## src/rtl/instr_fetch_seq_pkg.sv

```systemverilog
// ----------------------------------------------------------------------------
// instr_fetch_seq_pkg
// Shared definitions for the instruction fetch sequencer:
//   - state_t       : sequencer FSM state encoding (3 bits, 8 states)
//   - HALT_OPCODE   : default opcode value that stops sequencing
//   - OP_MSB/OP_LSB : position of the opcode field inside an instruction
//   - opcode_of()   : extracts the opcode field from a 16-bit instruction
// ----------------------------------------------------------------------------
package instr_fetch_seq_pkg;

  typedef enum logic [2:0] {
    S_IDLE      = 3'd0,
    S_FETCH     = 3'd1,
    S_CAPTURE   = 3'd2,
    S_ISSUE     = 3'd3,
    S_START     = 3'd4,
    S_WAIT_ACK  = 3'd5,
    S_WAIT_DONE = 3'd6,
    S_HALT      = 3'd7
  } state_t;

  localparam int unsigned OP_MSB = 15;
  localparam int unsigned OP_LSB = 13;
  localparam int unsigned OP_W   = OP_MSB - OP_LSB + 1;

  localparam logic [OP_W-1:0] HALT_OPCODE = 3'b111;

  function automatic logic [OP_W-1:0] opcode_of(input logic [15:0] instr);
    return instr[OP_MSB:OP_LSB];
  endfunction

endpackage : instr_fetch_seq_pkg

```

## src/rtl/instr_fetch_seq_if.sv

```systemverilog
// ----------------------------------------------------------------------------
// instr_fetch_seq_if
// Bus bundle between the fetch sequencer, the instruction memory and the cpu.
//   mem_addr  : instruction memory address (sequencer -> memory)
//   mem_rd    : memory read strobe, data valid on mem_rdata one cycle later
//   mem_rdata : instruction memory read data (memory -> sequencer)
//   cpu_in    : instruction presented to the cpu (registered)
//   cpu_load  : cpu instruction-register load pulse
//   cpu_s     : cpu start pulse
//   cpu_w     : cpu waiting/idle flag (cpu -> sequencer)
// Modports: master = sequencer side, slave = memory/cpu side.
// ----------------------------------------------------------------------------
interface instr_fetch_seq_if #(
  parameter int unsigned ADDR_W = 8,
  parameter int unsigned DATA_W = 16
);

  logic [ADDR_W-1:0] mem_addr;
  logic              mem_rd;
  logic [DATA_W-1:0] mem_rdata;
  logic [DATA_W-1:0] cpu_in;
  logic              cpu_load;
  logic              cpu_s;
  logic              cpu_w;

  modport master (
    output mem_addr,
    output mem_rd,
    input  mem_rdata,
    output cpu_in,
    output cpu_load,
    output cpu_s,
    input  cpu_w
  );

  modport slave (
    input  mem_addr,
    input  mem_rd,
    output mem_rdata,
    input  cpu_in,
    input  cpu_load,
    input  cpu_s,
    output cpu_w
  );

endinterface : instr_fetch_seq_if

```

## src/rtl/instr_fetch_seq_fetch_pc.sv

```systemverilog
// ----------------------------------------------------------------------------
// instr_fetch_seq_fetch_pc
// Program counter and completed-instruction counter.
//   clk           : rising-edge clock
//   reset         : synchronous active-high reset
//   i_pc_inc      : advance the program counter by one (wraps at 2^ADDR_W)
//   i_count_inc   : one instruction completed; counter saturates at all-ones
//   o_pc          : current program counter
//   o_instr_count : completed-instruction count
// ----------------------------------------------------------------------------
module instr_fetch_seq_fetch_pc #(
  parameter int unsigned           ADDR_W   = 8,
  parameter logic [ADDR_W-1:0]     PC_RESET = '0
) (
  input  logic              clk,
  input  logic              reset,
  input  logic              i_pc_inc,
  input  logic              i_count_inc,
  output logic [ADDR_W-1:0] o_pc,
  output logic [15:0]       o_instr_count
);

  logic [ADDR_W-1:0] r_pc;
  logic [15:0]       r_instr_count;

  // Natural modulo-2^ADDR_W wrap from the fixed-width add.
  always_ff @(posedge clk) begin
    if (reset) begin
      r_pc <= PC_RESET;
    end else if (i_pc_inc) begin
      r_pc <= r_pc + 1'b1;
    end
  end

  always_ff @(posedge clk) begin
    if (reset) begin
      r_instr_count <= '0;
    end else if (i_count_inc && (r_instr_count != '1)) begin
      r_instr_count <= r_instr_count + 16'd1;
    end
  end

  assign o_pc          = r_pc;
  assign o_instr_count = r_instr_count;

endmodule : instr_fetch_seq_fetch_pc

```

## src/rtl/instr_fetch_seq.sv

```systemverilog
// ----------------------------------------------------------------------------
// instr_fetch_seq
// Upstream instruction sequencer for the cpu. Reads instructions from a
// synchronous instruction memory at pc, presents each one on cpu_in with a
// one-cycle cpu_load pulse followed by a one-cycle cpu_s pulse, then waits for
// the cpu's w handshake (w falls, then rises) before fetching the next one.
// A HALT opcode stops sequencing until reset.
//   clk         : rising-edge clock
//   reset       : synchronous active-high reset
//   go          : start/continue request (level)
//   stop        : stop after the current instruction completes (level)
//   bus         : memory + cpu handshake bundle (master side)
//   pc          : current program counter (also drives mem_addr)
//   busy        : high in every state except IDLE and HALT
//   halted      : high in HALT
//   instr_count : completed-instruction counter, saturating
// ----------------------------------------------------------------------------
module instr_fetch_seq
  import instr_fetch_seq_pkg::*;
#(
  parameter int unsigned       ADDR_W   = 8,
  parameter int unsigned       DATA_W   = 16,
  parameter logic [OP_W-1:0]   HALT_OP  = HALT_OPCODE,
  parameter logic [ADDR_W-1:0] PC_RESET = '0
) (
  input  logic                clk,
  input  logic                reset,
  input  logic                go,
  input  logic                stop,
  instr_fetch_seq_if.master   bus,
  output logic [ADDR_W-1:0]   pc,
  output logic                busy,
  output logic                halted,
  output logic [15:0]         instr_count
);

  state_t            r_state;
  state_t            w_next;
  logic [DATA_W-1:0] r_cpu_in;

  logic w_mem_rd;
  logic w_capture;
  logic w_load;
  logic w_start;
  logic w_pc_inc;
  logic w_count_inc;
  logic w_is_halt;

  assign w_is_halt = (bus.mem_rdata[OP_MSB:OP_LSB] == HALT_OP);

  always_ff @(posedge clk) begin
    if (reset) begin
      r_state <= S_IDLE;
    end else begin
      r_state <= w_next;
    end
  end

  always_comb begin
    w_next      = r_state;
    w_mem_rd    = 1'b0;
    w_capture   = 1'b0;
    w_load      = 1'b0;
    w_start     = 1'b0;
    w_pc_inc    = 1'b0;
    w_count_inc = 1'b0;
    unique case (r_state)
      S_IDLE: begin
        // stop outranks go; only start when the cpu reports idle
        if (go && !stop && bus.cpu_w) begin
          w_next = S_FETCH;
        end
      end
      S_FETCH: begin
        w_mem_rd = 1'b1;
        w_next   = S_CAPTURE;
      end
      S_CAPTURE: begin
        w_capture = 1'b1;
        w_next    = w_is_halt ? S_HALT : S_ISSUE;
      end
      S_ISSUE: begin
        w_load = 1'b1;
        w_next = S_START;
      end
      S_START: begin
        w_start  = 1'b1;
        w_pc_inc = 1'b1;
        w_next   = S_WAIT_ACK;
      end
      S_WAIT_ACK: begin
        if (!bus.cpu_w) begin
          w_next = S_WAIT_DONE;
        end
      end
      S_WAIT_DONE: begin
        if (bus.cpu_w) begin
          w_count_inc = 1'b1;
          w_next      = (stop || !go) ? S_IDLE : S_FETCH;
        end
      end
      S_HALT: begin
        w_next = S_HALT;
      end
      default: begin
        w_next = S_IDLE;
      end
    endcase
  end

  // Instruction register; loaded for HALT too, but never pulsed to the cpu.
  always_ff @(posedge clk) begin
    if (reset) begin
      r_cpu_in <= '0;
    end else if (w_capture) begin
      r_cpu_in <= bus.mem_rdata;
    end
  end

  instr_fetch_seq_fetch_pc #(
    .ADDR_W   (ADDR_W),
    .PC_RESET (PC_RESET)
  ) u_fetch_pc (
    .clk           (clk),
    .reset         (reset),
    .i_pc_inc      (w_pc_inc),
    .i_count_inc   (w_count_inc),
    .o_pc          (pc),
    .o_instr_count (instr_count)
  );

  assign bus.mem_addr = pc;
  assign bus.mem_rd   = w_mem_rd;
  assign bus.cpu_in   = r_cpu_in;
  assign bus.cpu_load = w_load;
  assign bus.cpu_s    = w_start;

  assign busy   = (r_state != S_IDLE) && (r_state != S_HALT);
  assign halted = (r_state == S_HALT);

endmodule : instr_fetch_seq

```

## src/flat_wrapper.sv

```systemverilog
// flat-port wrapper written by rule: the top's interface ports become plain ports
module instr_fetch_seq_flat import instr_fetch_seq_pkg::*;
#(
  parameter int unsigned       ADDR_W   = 8,
  parameter int unsigned       DATA_W   = 16,
  parameter logic [OP_W-1:0]   HALT_OP  = HALT_OPCODE,
  parameter logic [ADDR_W-1:0] PC_RESET = '0
)
  (clk, reset, go, stop, pc, busy, halted, instr_count, bus_mem_addr, bus_mem_rd, bus_mem_rdata, bus_cpu_in, bus_cpu_load, bus_cpu_s, bus_cpu_w);
  instr_fetch_seq_if #(.ADDR_W(ADDR_W), .DATA_W(DATA_W)) bus_i ();
  input  logic clk;
  input  logic reset;
  input  logic go;
  input  logic stop;
  output logic [ADDR_W-1:0] pc;
  output logic busy;
  output logic halted;
  output logic [15:0] instr_count;
  output wire logic [$bits(bus_i.mem_addr)-1:0] bus_mem_addr;
  output wire logic [$bits(bus_i.mem_rd)-1:0] bus_mem_rd;
  input wire logic [$bits(bus_i.mem_rdata)-1:0] bus_mem_rdata;
  output wire logic [$bits(bus_i.cpu_in)-1:0] bus_cpu_in;
  output wire logic [$bits(bus_i.cpu_load)-1:0] bus_cpu_load;
  output wire logic [$bits(bus_i.cpu_s)-1:0] bus_cpu_s;
  input wire logic [$bits(bus_i.cpu_w)-1:0] bus_cpu_w;
  assign bus_mem_addr = bus_i.mem_addr;
  assign bus_mem_rd = bus_i.mem_rd;
  assign bus_i.mem_rdata = bus_mem_rdata;
  assign bus_cpu_in = bus_i.cpu_in;
  assign bus_cpu_load = bus_i.cpu_load;
  assign bus_cpu_s = bus_i.cpu_s;
  assign bus_i.cpu_w = bus_cpu_w;
  instr_fetch_seq #(.ADDR_W(ADDR_W), .DATA_W(DATA_W), .HALT_OP(HALT_OP), .PC_RESET(PC_RESET)) u_core (.clk(clk), .reset(reset), .go(go), .stop(stop), .bus(bus_i), .pc(pc), .busy(busy), .halted(halted), .instr_count(instr_count));
endmodule
```

## config.mk

```make
export PLATFORM = sky130hd
export DESIGN_NAME = instr_fetch_seq_flat
export DESIGN_NICKNAME = d
export VERILOG_FILES = /design/src/rtl/instr_fetch_seq_pkg.sv /design/src/rtl/instr_fetch_seq_if.sv /design/src/rtl/instr_fetch_seq_fetch_pc.sv /design/src/rtl/instr_fetch_seq.sv /design/src/flat_wrapper.sv
export SDC_FILE = /design/constraint.sdc
export NUM_CORES = 1
export LEC_CHECK = 0
export CORE_UTILIZATION = 40
export CTS_BUF_LIST = sky130_fd_sc_hd__clkbuf_2 sky130_fd_sc_hd__clkbuf_4 sky130_fd_sc_hd__clkbuf_8
export DETAILED_ROUTE_END_ITERATION = 8
export HOLD_SLACK_MARGIN = 0.05
export PLACE_DENSITY = 0.72
export SYNTH_ARGS = -nofsm -noshare
export SYNTH_HDL_FRONTEND = slang
export SYNTH_HIERARCHICAL = 1
export SYNTH_SLANG_ARGS = --single-unit
export TNS_END_PERCENT = 20
```

## constraint.sdc

```tcl
create_clock -name clk -period 2.7 [get_ports clk]
set_input_delay 0.54 -clock clk [delete_from_list [all_inputs] [get_ports clk]]
set_output_delay 0.54 -clock clk [all_outputs]
set_load 0.02 [all_outputs]
```

======== Yosys cells after proc, flatten, opt, wreduce, memory -nomap -nowiden ========
Cells that the tools add are included.
operators by class
  equal/unequal tests ..................... 13
  mux-type cells .......................... 12
  reductions and logical operators ........ 10
  add/sub/neg operators ................... 2
operator list
  kind                                                                   number
  3-bit one-hot mux with 8 select lines                                  1
  16-bit by 1-bit adder with 16-bit output, second input constant        1
  16-bit != test, second input constant                                  1
  3-bit equality test, second input constant                             5
  3-bit two-way mux                                                      4
  8-bit by 1-bit adder with 8-bit output, second input constant          1
  1-bit two-way mux                                                      7
  3-bit by 2-bit equality test with 1-bit output, second input constant  2
  1-bit logical AND                                                      4
  2-bit != test, second input constant                                   2
  3-bit by 1-bit equality test with 1-bit output, second input constant  1
  3-bit logical NOT                                                      1
  3-bit != test, second input constant                                   1
  3-bit AND reduction                                                    1
  3-bit nonzero test                                                     1
  1-bit logical NOT                                                      2
  2-bit by 1-bit != test with 1-bit output, second input constant        1
  1-bit logical OR                                                       1
word-level totals
  bits in registers ....................... 43
  output and inout bits ................... 53

======== Depth between registers and ports, before layout ========
Gate-level depths: netlist of run 1.
  word-level depth ........................ 5
  depth in mapped cells ................... 6
  gate-level depth less buffers ........... 5

======== Cells and area by module ========
The synthesis of run 1 kept the hierarchy.
modules (own cells, without submodules)
  module                    seq. area each (µm²)  instances  area an instance (µm²)  cells each
  instr_fetch_seq_fetch_pc  480.5                 1          1,256.2                 142
  instr_fetch_seq           380.4                 1          834.6                   106

======== Worst setup path before layout of run 1 ========
No wires, ideal clock.
  kind .................................... reg2reg
  start point ............................. register u_core.r_state[2]
  end point ............................... register u_core.u_fetch_pc.r_pc[7], in the netlist u_core/u_fetch_pc/o_pc[7]
  period minus slack after synthesis ...... 2.186 ns
  path slack .............................. 0.514 ns
  arrival ................................. 2.115 ns
  buffers on the path ..................... 2
  setup time .............................. 0.070 ns
  required time ........................... 2.630 ns
  cell stages (with the launch flop) ...... 7
  cells stage by stage .................... dfxtp_1 -> buf_2 -> nor3b_1 -> clkbuf_1 -> nand4_1 -> or3_1 -> a21oi_1
between the ends
  word-level cells in the longest chain between the ends .. 2
RTL lines
  element                   RTL line                        source
  start: declaration        instr_fetch_seq.sv:37           state_t r_state;
  start signal: assignment  instr_fetch_seq.sv:55           r_state <= w_next;
  3-bit equality test       -
  1-bit two-way mux         -
  named net bus_cpu_s       flat_wrapper.sv:24              output wire logic [$bits(bus_i.cpu_s)-1:0] bus_cpu_s;
  end signal: assignment    instr_fetch_seq_fetch_pc.sv:31  r_pc <= r_pc + 1'b1;
  end: declaration          instr_fetch_seq_fetch_pc.sv:23  logic [ADDR_W-1:0] r_pc;
The timed path passes the listed nets, and every way through them passes these cells.
A chain may end at the register's enable or synchronous reset.

======== Final worst setup path of run 1 ========
  start point ............................. register u_core.r_state[2]
  end point ............................... output bus_cpu_s
between the ends
  word-level cells in the longest chain between the ends .. 2
RTL lines
  element              RTL line               source
  3-bit equality test  instr_fetch_seq.sv:67  unique case (r_state)
  1-bit two-way mux    instr_fetch_seq.sv:67
  end: declaration     flat_wrapper.sv:24
Every way passes these cells.

==> results.toml, run 1 <==
[detailed_routing]
drt_iter0_drc = 86
via_per_inst = 5.11
ant_nets = 0
wl_mm = 4.71
vias = 1936
drc = 0
wl_per_cell_um = 12.4
first_pass_iters = 4

[cts]
max-clock-path-buffers = 2
path_clk_slew_ps = 80
cts_htree_levels = 2
cts.repair.resized = 0
cts_tree = "built"
cts_buffers = 5
clock_latency_ps = 290
post-cts-setup-buffers = 0
cts.sinks = 43
hold_buffers = 0
cts-root-buf = "clkbuf_8"

[final_layout]
fin_nets = 335
mostFrequentLayoutCells = "clkdlybuf4s50_1 (73), nand2_1 (44), dfxtp_1 (43), a21oi_1 (31), nor2_1 (17)"
layout-drive-gt1-share_pct = 7.37
diodes = 0
mostFrequentLayoutCell = "clkdlybuf4s50_1"
final_cells = 379
area_delta_synth_final_pct = 38.4

[critical_path]
slowest_delay_ps = 650
required_ps = 2160
path_class = "reg -> out"
reg2reg_to = "u_core/u_fetch_pc/o_instr_count[11]$_SDFFE_PP0P_"
crit_path_end_kind = "output port"
rr_worst_depth = 5
critPathArrivalTime_ps = 1810
cp_slowest_cell = "clkdlybuf4s50_1"
worst-path-buf-inv = 1
crit_path_start_kind = "register"
r2r_start = "u_core/r_state[2]$_SDFFE_PP0P_"
crit_chain = "nor3b_1, clkdlybuf4s50_1"
cp_top_family = "buffers and inverters"
path_max_fanout = 12
r2r_slack_ps = 700

[grt]
overflow = 0
antenna_found_initial = 0
grt_max_degree = 34
grt_pass1_wl_mm = 7.42
grtUsageMet3_pct = 5.83
gr-usage-met2_pct = 27.4
grt_use_met1_pct = 22.6
grt.total_usage_pct = 17.3
first_global_vias = 1599
top_usage_layer = "met2"

[outcome]
status = "complete, no violations"

[yosys]
ys_seq_area_share_pct = 41.2
ys_warn_count = 6
synthCells = 248
synth-seq-cells = 43
syn_nets = 271
syn_area_per_cell_sq_um = 8.43
netlist_area_sq_um = 2090
yosysUniqueCellTypes = 47

[sta]
rsz0062_at_grt = "false"
post-route-period-util_pct = 87.0
slew_violations = 0
finClkSkew_ps = 5.55
hold_viol = 0
setup_viol = 0
tightest_slew_ps = 655
slew_headroom_pct = 56.3
fmax_ghz = 0.426
finalSetupTns_ps = 0
hold_ws_ps = 454
fin_crit_ps = 2350

[placement]
io_buffers = 73
hpwl_mm = 3.36
gp_congestion = 0.770
post-place-cells = 372

[flow_run]
drv_cap = 0

[pwr]
power.leakage_nw = 0.967
p_per_area_nw_per_um2 = 428
ir_worst_vdd_mv = 0.179

[floorplan]
die_w_um = 74.3
start_util_pct = 42.8
fp.dieH_um = 74.3
num_rows = 25
ioPinCount = 74
die_area_sq_um = 5520
core_sq_um = 4880

[worst_hold_path]
min-delay-start = "u_core/bus.cpu_in[2]$_SDFFE_PP0P_"
holdPathStages = 2
hold_path_class = "reg -> reg"
min_to = "u_core/bus.cpu_in[2]$_SDFFE_PP0P_"
-- registers in the layout, indices dropped and copies added (netlist names) --
signal,flops
u_core/u_fetch_pc/o_pc,8
u_core/r_state,3
u_core/u_fetch_pc/o_instr_count,16
u_core/bus.cpu_in,16
-- power by group --
part	total [mW]	leakage, nW	switching, mW	internal, mW
clock	0.408	0.0470	0.207	0.201
combinational	0.161	0.573	0.0770	0.0837
sequential	0.670	0.347	0.0186	0.652
-- Yosys cell counts (all sizes together) --
cell	instances	share of area (%)
buf	16	5.6
and3	6	1.9
nand3	9	3.4
mux2	1	0.54
xor2	4	1.7
nand2	45	8.2
nor2	17	3.1
nand2b	1	0.30
a31oi	4	1.2
clkbuf	5	0.90
xnor2	2	0.84
a41o	1	0.48
a211oi	2	0.72
nor3	7	1.7
a21oi	31	7.4
dfxtp	43	41
o21ai	4	0.96
inv	2	0.36
nor2b	3	0.90
o31ai	2	0.72
nand4	7	2.1
o41ai	2	0.84
or4	3	1.1
and4b	1	0.48
a41oi	1	0.42
o311ai	1	0.42
ha	2	1.2
or4b	2	0.96
mux2i	2	0.96
nand3b	1	0.36
nor4	5	2.9
nand4b	2	0.84
or3	6	2.1
nor3b	6	2.7
and2	1	0.30
or3b	1	0.42
-- metrics by stage --
stage / area, sq um / total power [mW] / util (%) / worst slack (ps)
global placement: 2810 / 0.847 / 57.5 / 282
finish: 2890 / 1.24 / 59.3 / 351
CTS: 2890 / 1.26 / 59.3 / 322
floorplan: 2090 / 0.774 / - / 514
detailed placement: 2810 / 0.848 / 57.5 / 268
global route: 2890 / 1.30 / 59.3 / 213
-- how the worst max path moves through the flow --
| stage | start | to | slack [ps] | depth (start not counted) |
|---|---|---|---|---|
| 2_1_floorplan | u_core/r_state[2]$_SDFFE_PP0P_ | u_core/u_fetch_pc/o_pc[7]$_SDFFE_PP0P_ | 510 | 6 |
| 3_3_place_gp | bus_cpu_w | u_core/u_fetch_pc/o_instr_count[11]$_SDFFE_PP0P_ | 280 | 6 |
| 3_5_place_dp | bus_cpu_w | u_core/u_fetch_pc/o_instr_count[11]$_SDFFE_PP0P_ | 270 | 6 |
| 4_1_cts | u_core/r_state[2]$_SDFFE_PP0P_ | bus_cpu_s | 320 | 2 |
| 5_1_grt | u_core/r_state[0]$_SDFFE_PP0P_ | bus_cpu_load | 210 | 3 |
| 6_report | u_core/r_state[2]$_SDFFE_PP0P_ | bus_cpu_s | 350 | 2 |
-- cell type report --
cell class	count	area, sq um
Fill cell	469	1990
Multi-Input combinational cell	182	1090
Sequential cell	43	861
Timing Repair Buffer	78	768
Tap cell	67	83.8
Clock buffer	6	82.6
Inverter	2	7.51
Clock inverter	1	5.00
-- worst register-to-register path, stage by stage, from the launching register on --
cell     delay [ps]
dfxtp_1         570
and4b_1         270
and3_2          240
nand2_2         140
nor4_1          320
mux2_2          360
-- logic make-up after synthesis --
| family | count (synthesis) | share of synthesized area, % |
|---|---|---|
| adders and majority gates | 2 | 1.20 |
| muxes | 3 | 1.50 |
| xor gates and xnor gates | 6 | 2.51 |
| and+or+nand+nor | 123 | 33.6 |
| AOI/OAI and AO/OA | 48 | 13.2 |
| buffers and inverters | 23 | 6.88 |
| DFF | 43 | 41.2 |
-- per-layer routing --
metal,part of all wire [%],up-vias
li1,-,1005
met1,46,868
met2,44,58
met3,8.8,5
met4,1.0,0
met5,0,-
No activity file was read; power rests on OpenSTA's default activity.
==> run 2: changes to the inputs <==
--- a/config.mk
+++ b/config.mk
@@ -9,7 +9,7 @@
 export CTS_BUF_LIST = sky130_fd_sc_hd__clkbuf_2 sky130_fd_sc_hd__clkbuf_4 sky130_fd_sc_hd__clkbuf_8
 export DETAILED_ROUTE_END_ITERATION = 8
 export HOLD_SLACK_MARGIN = 0.05
-export PLACE_DENSITY = 0.72
+export PLACE_DENSITY_LB_ADDON = 0.12
 export SYNTH_ARGS = -nofsm -noshare
 export SYNTH_HDL_FRONTEND = slang
 export SYNTH_HIERARCHICAL = 1
==> run 2 against run 1 <==
- final cell count rose by 0.53%
- die area did not move
- count of clock-buffer cells in the layout did not move
- via count rose by 2.7%
- non-clock buffer count rose by 1
- critical path type unchanged
==> results.toml, run 2 (synthesis results as in run 1) <==
[critical_path]
r2r_start = "u_core/r_state[2]$_SDFFE_PP0P_"
r2r_slack_ps = 680
rr_worst_depth = 5
path_class = "reg -> out"
critPathArrivalTime_ps = 1830
crit_path_end_kind = "output port"
path_max_fanout = 12
crit_path_start_kind = "register"
reg2reg_to = "u_core/u_fetch_pc/o_instr_count[11]$_SDFFE_PP0P_"
required_ps = 2160

[sta]
hold_ws_ps = 454
hold_viol = 0
rsz0062_at_grt = "false"
fmax_ghz = 0.422
worst_slack_ps = 331
setup_viol = 0
finClkSkew_ps = 8.03
slew_violations = 0
slew_headroom_pct = 59.2
fin_crit_ps = 2370
post-route-period-util_pct = 87.7
finalSetupTns_ps = 0
tightest_slew_ps = 611

[flow_run]
drv_cap = 0

[grt]
top_usage_layer = "met2"
grt_max_degree = 25
grt.total_usage_pct = 17.5
first_global_vias = 1606
overflow = 0
grt_use_met1_pct = 21.6
gr-usage-met2_pct = 30.0
grt_pass1_wl_mm = 7.41
antenna_found_initial = 0
grtUsageMet3_pct = 3.79

[placement]
place_area_sq_um = 2810
gp_congestion = 0.779
place_ws_ps = 278
io_buffers = 73
hpwl_mm = 3.36
post-place-cells = 373

[worst_hold_path]
min_to = "u_core/bus.cpu_in[0]$_SDFFE_PP0P_"
min-delay-start = "u_core/bus.cpu_in[0]$_SDFFE_PP0P_"
holdPathStages = 2
hold_path_class = "reg -> reg"

[pwr]
finalPower_mw = 1.43
power.leakage_nw = 0.994
p_per_area_nw_per_um2 = 485
ir_worst_vdd_mv = 0.248

[final_layout]
fin_util_pct = 60.5
mostFrequentLayoutCell = "clkdlybuf4s50_1"
diodes = 0
mostFrequentLayoutCells = "clkdlybuf4s50_1 (73), nand2_1 (44), dfxtp_1 (43), a21oi_1 (31), nor2_1 (17)"
fin_nets = 336
area_delta_synth_final_pct = 41.1
final_cells = 381
layout-drive-gt1-share_pct = 7.96
stdcell_area_sq_um = 2950

[detailed_routing]
drc = 0
wl_mm = 4.86
via_per_inst = 5.22
drt_iter0_drc = 78
wl_per_cell_um = 12.8
first_pass_iters = 4
ant_nets = 0
vias = 1988

[cts]
max-clock-path-buffers = 2
cts_htree_levels = 2
cts_tree = "built"
cts.sinks = 43
cts_buffers = 5
cts-root-buf = "clkbuf_8"
path_clk_slew_ps = 80
hold_buffers = 0
post-cts-setup-buffers = 0
cts.repair.resized = 0
clock_latency_ps = 300

[outcome]
status = "complete, no violations"

[floorplan]
num_rows = 25
start_util_pct = 42.8
core_sq_um = 4880
die_w_um = 74.3
fp.dieH_um = 74.3
die_area_sq_um = 5520
ioPinCount = 74
-- run 2: worst max path at each step --
stage	start	to	slack, ps
floorplan	u_core/r_state[2]$_SDFFE_PP0P_	u_core/u_fetch_pc/o_pc[7]$_SDFFE_PP0P_	510
global placement	bus_cpu_w	u_core/u_fetch_pc/o_instr_count[11]$_SDFFE_PP0P_	280
detailed placement	bus_cpu_w	u_core/u_fetch_pc/o_instr_count[11]$_SDFFE_PP0P_	280
CTS	u_core/r_state[2]$_SDFFE_PP0P_	bus_cpu_s	330
global route	u_core/r_state[2]$_SDFFE_PP0P_	bus_cpu_s	200
finish	u_core/r_state[2]$_SDFFE_PP0P_	bus_cpu_s	330
-- run 2: cell type report --
cell class,instances,area (sq um)
Timing Repair Buffer,79,776
Clock inverter,2,60.1
Fill cell,479,1930
Inverter,2,7.51
Sequential cell,43,861
Multi-Input combinational cell,182,1090
Clock buffer,6,76.3
Tap cell,67,83.8
-- run 2: per-layer routing --
| layer | vias up | wire length [um] |
|---|---|---|
| met5 | - | 0 |
| met4 | 0 | 68 |
| met3 | 7 | 343 |
| met2 | 64 | 2250 |
| met1 | 904 | 2200 |
| li1 | 1013 | - |
-- run 2: power breakdown --
| part | internal [mW] | switching (mW) |
|---|---|---|
| logic | 0.0847 | 0.0778 |
| registers | 0.652 | 0.0184 |
| clock network | 0.380 | 0.220 |
| total | 1.12 | 0.316 |
-- run 2: worst max-delay path, cell delays in order, from the launching register on --
cell	delay [ps]
dfxtp_1	590
nor3b_1	290
clkdlybuf4s50_1	650
